## src/rtl/mlp_stream_loader.sv

```systemverilog
// mlp_stream_loader: deserialises a framed valid/ready byte stream into the
//   weight, bias and input arrays consumed by mlp, and flags when they are usable.
// Latency: each byte lands in its array slot on its accept edge; params_valid_o,
//   din_valid_o and err_o change on the edge that accepts the last byte of a frame.
// Backpressure: none; s_ready_o is 1 in every non-reset cycle.
//
// Ports:
//   clk_i, rst_i               clock (rising edge), asynchronous active-high reset
//   s_data_i/s_valid_i/s_ready_o  byte stream in
//   w1_o, b1_o, w2_o, b2_o     layer parameters for mlp
//   din_o                      input feature vector for mlp
//   params_valid_o             level: a complete parameter set is loaded
//   din_valid_o                1-cycle pulse: new input vector with valid parameters
//   err_o                      1-cycle pulse: bad command, checksum, or input
//                              vector arriving with no parameters loaded
//
// Frame format: command byte (0x01 parameters, 0x02 input vector) then payload.
// Parameter payload order: w1[i][j] (j fastest), b1[j], w2[j][k] (k fastest), b2[k].
// Build option MLP_STREAM_LOADER_CHECKSUM_EN: every frame carries a trailing byte
//   equal to the mod-256 sum of the command and payload bytes.

module mlp_stream_loader #(
  parameter int D_IN  = 6,
  parameter int D_HID = 16,
  parameter int D_OUT = 3
) (
  input  logic       clk_i,
  input  logic       rst_i,
  input  logic [7:0] s_data_i,
  input  logic       s_valid_i,
  output logic       s_ready_o,
  output logic [7:0] w1_o [D_IN][D_HID],
  output logic [7:0] b1_o [D_HID],
  output logic [7:0] w2_o [D_HID][D_OUT],
  output logic [7:0] b2_o [D_OUT],
  output logic [7:0] din_o [D_IN],
  output logic       params_valid_o,
  output logic       din_valid_o,
  output logic       err_o
);

  // Offsets of each array inside the parameter payload.
  localparam int OFF_B1 = D_IN * D_HID;
  localparam int OFF_W2 = OFF_B1 + D_HID;
  localparam int OFF_B2 = OFF_W2 + D_HID * D_OUT;
  localparam int NP     = OFF_B2 + D_OUT;

  localparam logic [1:0] ST_IDLE   = 2'd0;
  localparam logic [1:0] ST_LOAD_P = 2'd1;
  localparam logic [1:0] ST_LOAD_X = 2'd2;
  localparam logic [1:0] ST_CHK    = 2'd3;

  localparam logic [7:0] CMD_P = 8'h01;
  localparam logic [7:0] CMD_X = 8'h02;

  logic [1:0] state_q, state_d;
  logic [7:0] idx_q, idx_d;
  logic       pv_q, pv_d;
  logic       dv_q, dv_d;
  logic       err_q, err_d;
  logic       rdy_q;
  logic       accept;
  logic       wr_p, wr_x;

`ifdef MLP_STREAM_LOADER_CHECKSUM_EN
  logic [7:0] sum_q, sum_d;
  logic       is_p_q, is_p_d;
`endif

  logic [7:0] w1_q  [D_IN][D_HID];
  logic [7:0] b1_q  [D_HID];
  logic [7:0] w2_q  [D_HID][D_OUT];
  logic [7:0] b2_q  [D_OUT];
  logic [7:0] din_q [D_IN];

  assign accept = s_valid_i & rdy_q;

  always_comb begin
    state_d = state_q;
    idx_d   = idx_q;
    pv_d    = pv_q;
    dv_d    = 1'b0;
    err_d   = 1'b0;
    wr_p    = 1'b0;
    wr_x    = 1'b0;
`ifdef MLP_STREAM_LOADER_CHECKSUM_EN
    sum_d   = sum_q;
    is_p_d  = is_p_q;
`endif
    if (accept) begin
      case (state_q)
        ST_IDLE: begin
          idx_d = 8'd0;
`ifdef MLP_STREAM_LOADER_CHECKSUM_EN
          sum_d = s_data_i;
`endif
          if (s_data_i == CMD_P) begin
            state_d = ST_LOAD_P;
            pv_d    = 1'b0;  // a half-loaded parameter set must not be used
`ifdef MLP_STREAM_LOADER_CHECKSUM_EN
            is_p_d  = 1'b1;
`endif
          end else if (s_data_i == CMD_X) begin
            state_d = ST_LOAD_X;
`ifdef MLP_STREAM_LOADER_CHECKSUM_EN
            is_p_d  = 1'b0;
`endif
          end else begin
            err_d = 1'b1;
          end
        end
        ST_LOAD_P: begin
          wr_p  = 1'b1;
          idx_d = idx_q + 8'd1;
`ifdef MLP_STREAM_LOADER_CHECKSUM_EN
          sum_d = sum_q + s_data_i;
          if (idx_q == 8'(NP - 1)) state_d = ST_CHK;
`else
          if (idx_q == 8'(NP - 1)) begin
            state_d = ST_IDLE;
            pv_d    = 1'b1;
          end
`endif
        end
        ST_LOAD_X: begin
          wr_x  = 1'b1;
          idx_d = idx_q + 8'd1;
`ifdef MLP_STREAM_LOADER_CHECKSUM_EN
          sum_d = sum_q + s_data_i;
          if (idx_q == 8'(D_IN - 1)) state_d = ST_CHK;
`else
          if (idx_q == 8'(D_IN - 1)) begin
            state_d = ST_IDLE;
            dv_d    = pv_q;
            err_d   = ~pv_q;
          end
`endif
        end
`ifdef MLP_STREAM_LOADER_CHECKSUM_EN
        ST_CHK: begin
          state_d = ST_IDLE;
          if (s_data_i != sum_q) begin
            err_d = 1'b1;
          end else if (is_p_q) begin
            pv_d = 1'b1;
          end else begin
            dv_d  = pv_q;
            err_d = ~pv_q;
          end
        end
`endif
        default: state_d = ST_IDLE;
      endcase
    end
  end

  always_ff @(posedge clk_i or posedge rst_i) begin
    if (rst_i) begin
      state_q <= ST_IDLE;
      idx_q   <= 8'd0;
      pv_q    <= 1'b0;
      dv_q    <= 1'b0;
      err_q   <= 1'b0;
      rdy_q   <= 1'b0;
`ifdef MLP_STREAM_LOADER_CHECKSUM_EN
      sum_q   <= 8'd0;
      is_p_q  <= 1'b0;
`endif
    end else begin
      state_q <= state_d;
      idx_q   <= idx_d;
      pv_q    <= pv_d;
      dv_q    <= dv_d;
      err_q   <= err_d;
      rdy_q   <= 1'b1;
`ifdef MLP_STREAM_LOADER_CHECKSUM_EN
      sum_q   <= sum_d;
      is_p_q  <= is_p_d;
`endif
    end
  end

  // Array storage: the byte index is decoded against each slot's fixed
  // payload position, so no divider is needed to split it into row/column.
  always_ff @(posedge clk_i or posedge rst_i) begin
    if (rst_i) begin
      for (int i = 0; i < D_IN; i++)
        for (int j = 0; j < D_HID; j++) w1_q[i][j] <= 8'd0;
      for (int j = 0; j < D_HID; j++) b1_q[j] <= 8'd0;
      for (int j = 0; j < D_HID; j++)
        for (int k = 0; k < D_OUT; k++) w2_q[j][k] <= 8'd0;
      for (int k = 0; k < D_OUT; k++) b2_q[k] <= 8'd0;
      for (int i = 0; i < D_IN; i++) din_q[i] <= 8'd0;
    end else begin
      if (wr_p) begin
        for (int i = 0; i < D_IN; i++)
          for (int j = 0; j < D_HID; j++)
            if (idx_q == 8'(i * D_HID + j)) w1_q[i][j] <= s_data_i;
        for (int j = 0; j < D_HID; j++)
          if (idx_q == 8'(OFF_B1 + j)) b1_q[j] <= s_data_i;
        for (int j = 0; j < D_HID; j++)
          for (int k = 0; k < D_OUT; k++)
            if (idx_q == 8'(OFF_W2 + j * D_OUT + k)) w2_q[j][k] <= s_data_i;
        for (int k = 0; k < D_OUT; k++)
          if (idx_q == 8'(OFF_B2 + k)) b2_q[k] <= s_data_i;
      end
      if (wr_x) begin
        for (int i = 0; i < D_IN; i++)
          if (idx_q == 8'(i)) din_q[i] <= s_data_i;
      end
    end
  end

  assign s_ready_o      = rdy_q;
  assign params_valid_o = pv_q;
  assign din_valid_o    = dv_q;
  assign err_o          = err_q;
  assign w1_o           = w1_q;
  assign b1_o           = b1_q;
  assign w2_o           = w2_q;
  assign b2_o           = b2_q;
  assign din_o          = din_q;

endmodule

```

## config.mk

```make
export PLATFORM = sky130hd
export DESIGN_NAME = mlp_stream_loader
export DESIGN_NICKNAME = d
export VERILOG_FILES = /design/src/rtl/mlp_stream_loader.sv
export SDC_FILE = /design/constraint.sdc
export NUM_CORES = 2
export LEC_CHECK = 0
export CAP_MARGIN = 20
export CORE_AREA = 5 5 527 529
export DETAILED_ROUTE_END_ITERATION = 10
export DIE_AREA = 0 0 532 534
export RECOVER_POWER = 50
export SETUP_SLACK_MARGIN = 0.1
export SLEW_MARGIN = 20
export SYNTH_ARGS = -nofsm -noshare
export SYNTH_HDL_FRONTEND = slang
export SYNTH_SLANG_ARGS = --single-unit
```

## constraint.sdc

```tcl
create_clock -name clk_i -period 64.2 [get_ports clk_i]
set_input_delay 12.84 -clock clk_i [delete_from_list [all_inputs] [get_ports clk_i]]
set_output_delay 12.84 -clock clk_i [all_outputs]
set_load 0.01 [all_outputs]
```

==> results list <==
* Classification of the worst setup path: in -> async
* Number of design rule violations left after detail routing: 0
- Yosys top cell by area: dfrtp_1
- The design draws 1.94 mW.
- Tracing the worst setup path back leads to its startpoint at rst_i.
- VDD sags by at most 0.0214 mV.
* Worst-path cell chain: dlygate4sd3_1 -> clkinvlp_2 -> clkbuf_1 -> clkbuf_1
- Post-synth design cell area: roughly 0.052 mm^2
- Fraction of post-synthesis cell area in the top cell type by area: 66.2%
* Sort of element at the start of the critical path: primary input
* Count of yosys warnings during synthesis: 0
* Initial antenna violation count: 22
- Across the run, the number of max-cap violations was 12.
- After synthesis, the mean cell area works out to around 16 um^2.
- Counting instances, the worst hold path has a depth of 1.
* Number of distinct library cells after synthesis: 40
- The cell sitting at the root of the clock tree is a clkbuf_16.
- The largest individual stage delay along the critical path comes from the cell clkbuf_1.
- In the synthesized netlist the dominant register cell turns out to be dfrtp_1.
* Layout cell share with drive strength beyond 1: 36.0%
- Delay of the slowest cell on the worst path: 3100 ps
* Critical path capture point type: asynchronous set/reset pin
- The first global-routing pass estimated about 290000 um of wire.
- Violations in the final reports: capacitance limit, slew limit
* Clock Pin Slew Worst Setup and Hold Paths: ~60 ps
- Detailed-route via count: ~33k
- Entering global routing, the biggest net connects 172 pins.
- Final RePlAce weighted congestion: 0.792
- The path with the worst hold slack has its endpoint at din_o[16]$_DFFE_PP0P_.
- Hold path startpoint: din_o[16]$_DFFE_PP0P_
- Counting every net in the synthesized netlist gives approximately 3.2k.
* Share of the clock period used by the worst path after layout: about a third
* Placed cells: 8049
* Overflow left after global routing: 0
- Non-filler cells in the finished layout: ~8.3k
- In this run the horizontal extent of the chip is ~530 um.
- The number of gates resized after CTS was 0.
* Final critical delay including setup and external delays: roughly 21000 ps
- Number of setup buffers added after CTS: 0
- Clock tree synthesis found a total of roughly 1.4k sinks.
* Total I/O pin count: between 1k and 1.5k
- Busiest layer in global routing: met2
- The detail route stage leaves a number of antenna-violating nets equal to 0.
- Total count of max-transition violations in the final report: 562
- Clock latency on the worst-skew pair, taken at its later pin, is approximately 800 ps.
- Dividing the detail-routed wire length by the instance count gives approximately 25 um.
* Path depth of the worst reg2reg path: 5
- The worst register-to-register path has a setup slack of roughly 60000 ps.
- The number of hold violations in the final report came to 0.
- Number of detailed-route iterations in the first pass: 5
- Arr. time, crit path: between 20000 and 25000 ps
* Initial Utilization: around a fifth
* Run status: finished with violations
* Worst R2R End: din_o[20]$_DFFE_PP0P_
* Num CTS Buffers: between 150 and 200
- Seq cells post-synth: 1366
- The multi-input combinational cells in the finished layout cover a total of 0.0167 mm^2.
- Setup violations remaining at the end of the flow were counted as 0.
- Across the routed clock network, the largest skew measured is 36.8 ps.
- Data required, critical path: roughly 64000 ps
* Max-slew headroom: -183%
* Routed via count divided by cell count: about 4
- For this run, the top clock speed supported by timing is approximately 47 MHz.
- Gate Count Post-Synth: 3201
* Setup_tns: 0 ps
- Floorplan core area: around 0.27 mm^2
- TritonCTS clock tree: done
* Max Fanout on Critical Path: 92
- At the pin with the least slew margin, the transition time is 4250 ps.
* Clk buf depth: 4
* Source of the worst register-to-register timing path: idx_q[4]$_DFFE_PP0P_
- Number of enable-type register cells in the synthesized netlist: 0
- FP Rows: 192
- In the global route stage, met2 resource usage came out at around a quarter.
* Share of synthesized flip-flops with an asynchronous set or reset: 100%
* Estimated wirelength of the detail-placed design: 148000 um
* Unrepaired setup endpoints after global routing: false
- In the global route stage, met3 resource usage came out at between 5 and 6%.
* Met1 usage: 16.0%
- Floorplan die area: about 0.28 mm^2
- Registers take 0.0342 mm^2.
* Cts-stage hold buffer count: 0
- The routed design has 209000 um of wire.
* Net total in the final layout: about 4.6k
- In this design, the critical path's most frequently occurring cell is clkbuf_1.
- Cell Pwr Density: between 20 and 30 mW/mm^2
- Summed over all cells, the static leakage comes to 39.2 nW.
* Area overhead of the layout relative to synthesis: 45.4%
- Die H: 534 um
* Fill cell count: 27.7k
- The number of global-route vias before repair is between 30k and 40k.
- Top cells by area in the synthesized netlist: dfrtp_1 66%, mux2_2 30%, clkbuf_1 1.4%
- For this block, the initial DRC count from the detailed router was ~1.4k.
- Hold timing on the final database bottoms out at a slack of 477 ps.
- Summing the sequential cell areas from Yosys gives about two thirds of the chip area.
- In this run the tool buffered the top-level ports with between 1k and 1.5k buffer cells.
- All-Layer GR Usage: between 10% and 20%
* Total number of H-tree levels: 4
* Kind of path behind the tightest hold check: reg -> reg
==> cells by family after synthesis <==
family                   share of synthesized area (%)
other                                          0.00726
buffers and inverters                             1.48
AO/OA/AOI/OAI                                    0.298
AND/OR/NAND/NOR                                   2.27
XOR/XNOR                                        0.0170
flip-flops                                        66.2
adder cells (fa/ha/maj)                          0.194
multiplexers                                      29.5
==> stage by stage <==
stage / setup WS (ps) / utilization, % / area, um^2
6_report: 42750 / 27.6 / 75100
3_3_place_gp: 46410 / 25.6 / 69800
5_1_grt: 40870 / 27.6 / 75100
4_1_cts: 47230 / 27.6 / 75200
3_5_place_dp: 46300 / 25.7 / 69900
2_1_floorplan: 12850 / - / 51600
==> how the worst max path moves through the flow <==
stage | to | slack (ps) | depth (start not counted)
after global placement | w1_o[130]$_DFFE_PP0P_ | 46410 | 7
after global routing | w1_o[687]$_DFFE_PP0P_ | 40870 | 4
after detailed placement | w1_o[135]$_DFFE_PP0P_ | 46300 | 7
after CTS | w1_o[311]$_DFFE_PP0P_ | 47230 | 7
after floorplan | b1_o[0]$_DFFE_PP0P_ | 12850 | 1
final | w2_o[132]$_DFFE_PP0P_ | 42750 | 4
==> cell usage after synthesis, types with 2 or more instances <==
library cell	instances
or3_1	3
dfrtp_1	1366
nand3b_1	2
and2_1	3
buf_1	3
nand2b_1	7
clkbuf_1	186
mux2_1	2
a31oi_1	2
nor2b_1	7
nor2_4	5
o41ai_1	3
nor3_1	2
mux2_2	1353
and3_1	9
buf_2	4
nand4b_1	2
nor3_2	2
or4_1	2
o21ai_0	6
nor2_1	134
a22o_1	6
nand2_1	21
nand3_1	42
ha_1	8
inv_1	7
==> critical path: cells and delay by family <==
family	cells	cell delay, ps
buffers and inverters	4	8330
==> layout make-up <==
class | count | share of cell area [%]
Antenna cell | 13 | 0.0433
Inverter | 7 | 0.0367
Clock buffer | 226 | 6.00
Sequential cell | 1366 | 45.5
Clock inverter | 56 | 1.02
Timing Repair Buffer | 1455 | 19.1
Multi-Input combinational cell | 1634 | 22.3
Tap cell | 3589 | 5.98
==> flip-flops by register name, indices dropped and copies added, names as in the netlist, 2 cells and up <==
signal,cells
b2_o,24
w2_o,384
w1_o,768
state_q,2
b1_o,128
din_o,48
idx_q,8
==> per-layer routing <==
metal,routed length [um],up-vias
met5,13,-
met4,7740,2
met3,19700,315
met2,103000,1340
met1,79200,17700
li1,-,14100
==> where the power goes <==
| group | switching, mW | internal [mW] | leakage, nW |
|---|---|---|---|
| registers | 0.0137 | 0.874 | 19.0 |
| clock network | 0.375 | 0.541 | 2.57 |
| logic | 0.0966 | 0.0362 | 17.6 |
| total | 0.485 | 1.45 | 39.2 |
==> layout by cell type (no fill, tap or decap), types with 18 or more instances in the layout <==
| cell | n |
|---|---|
| nand3_1 | 35 |
| nand2_1 | 20 |
| buf_4 | 68 |
| mux2_2 | 1353 |
| dfrtp_1 | 1366 |
| nor2_1 | 120 |
| clkinv_2 | 18 |
| clkbuf_16 | 157 |
| clkbuf_1 | 53 |
| dlygate4sd3_1 | 1345 |
| nor2_2 | 19 |
| clkbuf_8 | 32 |
Power figures use the tool's default switching activity.
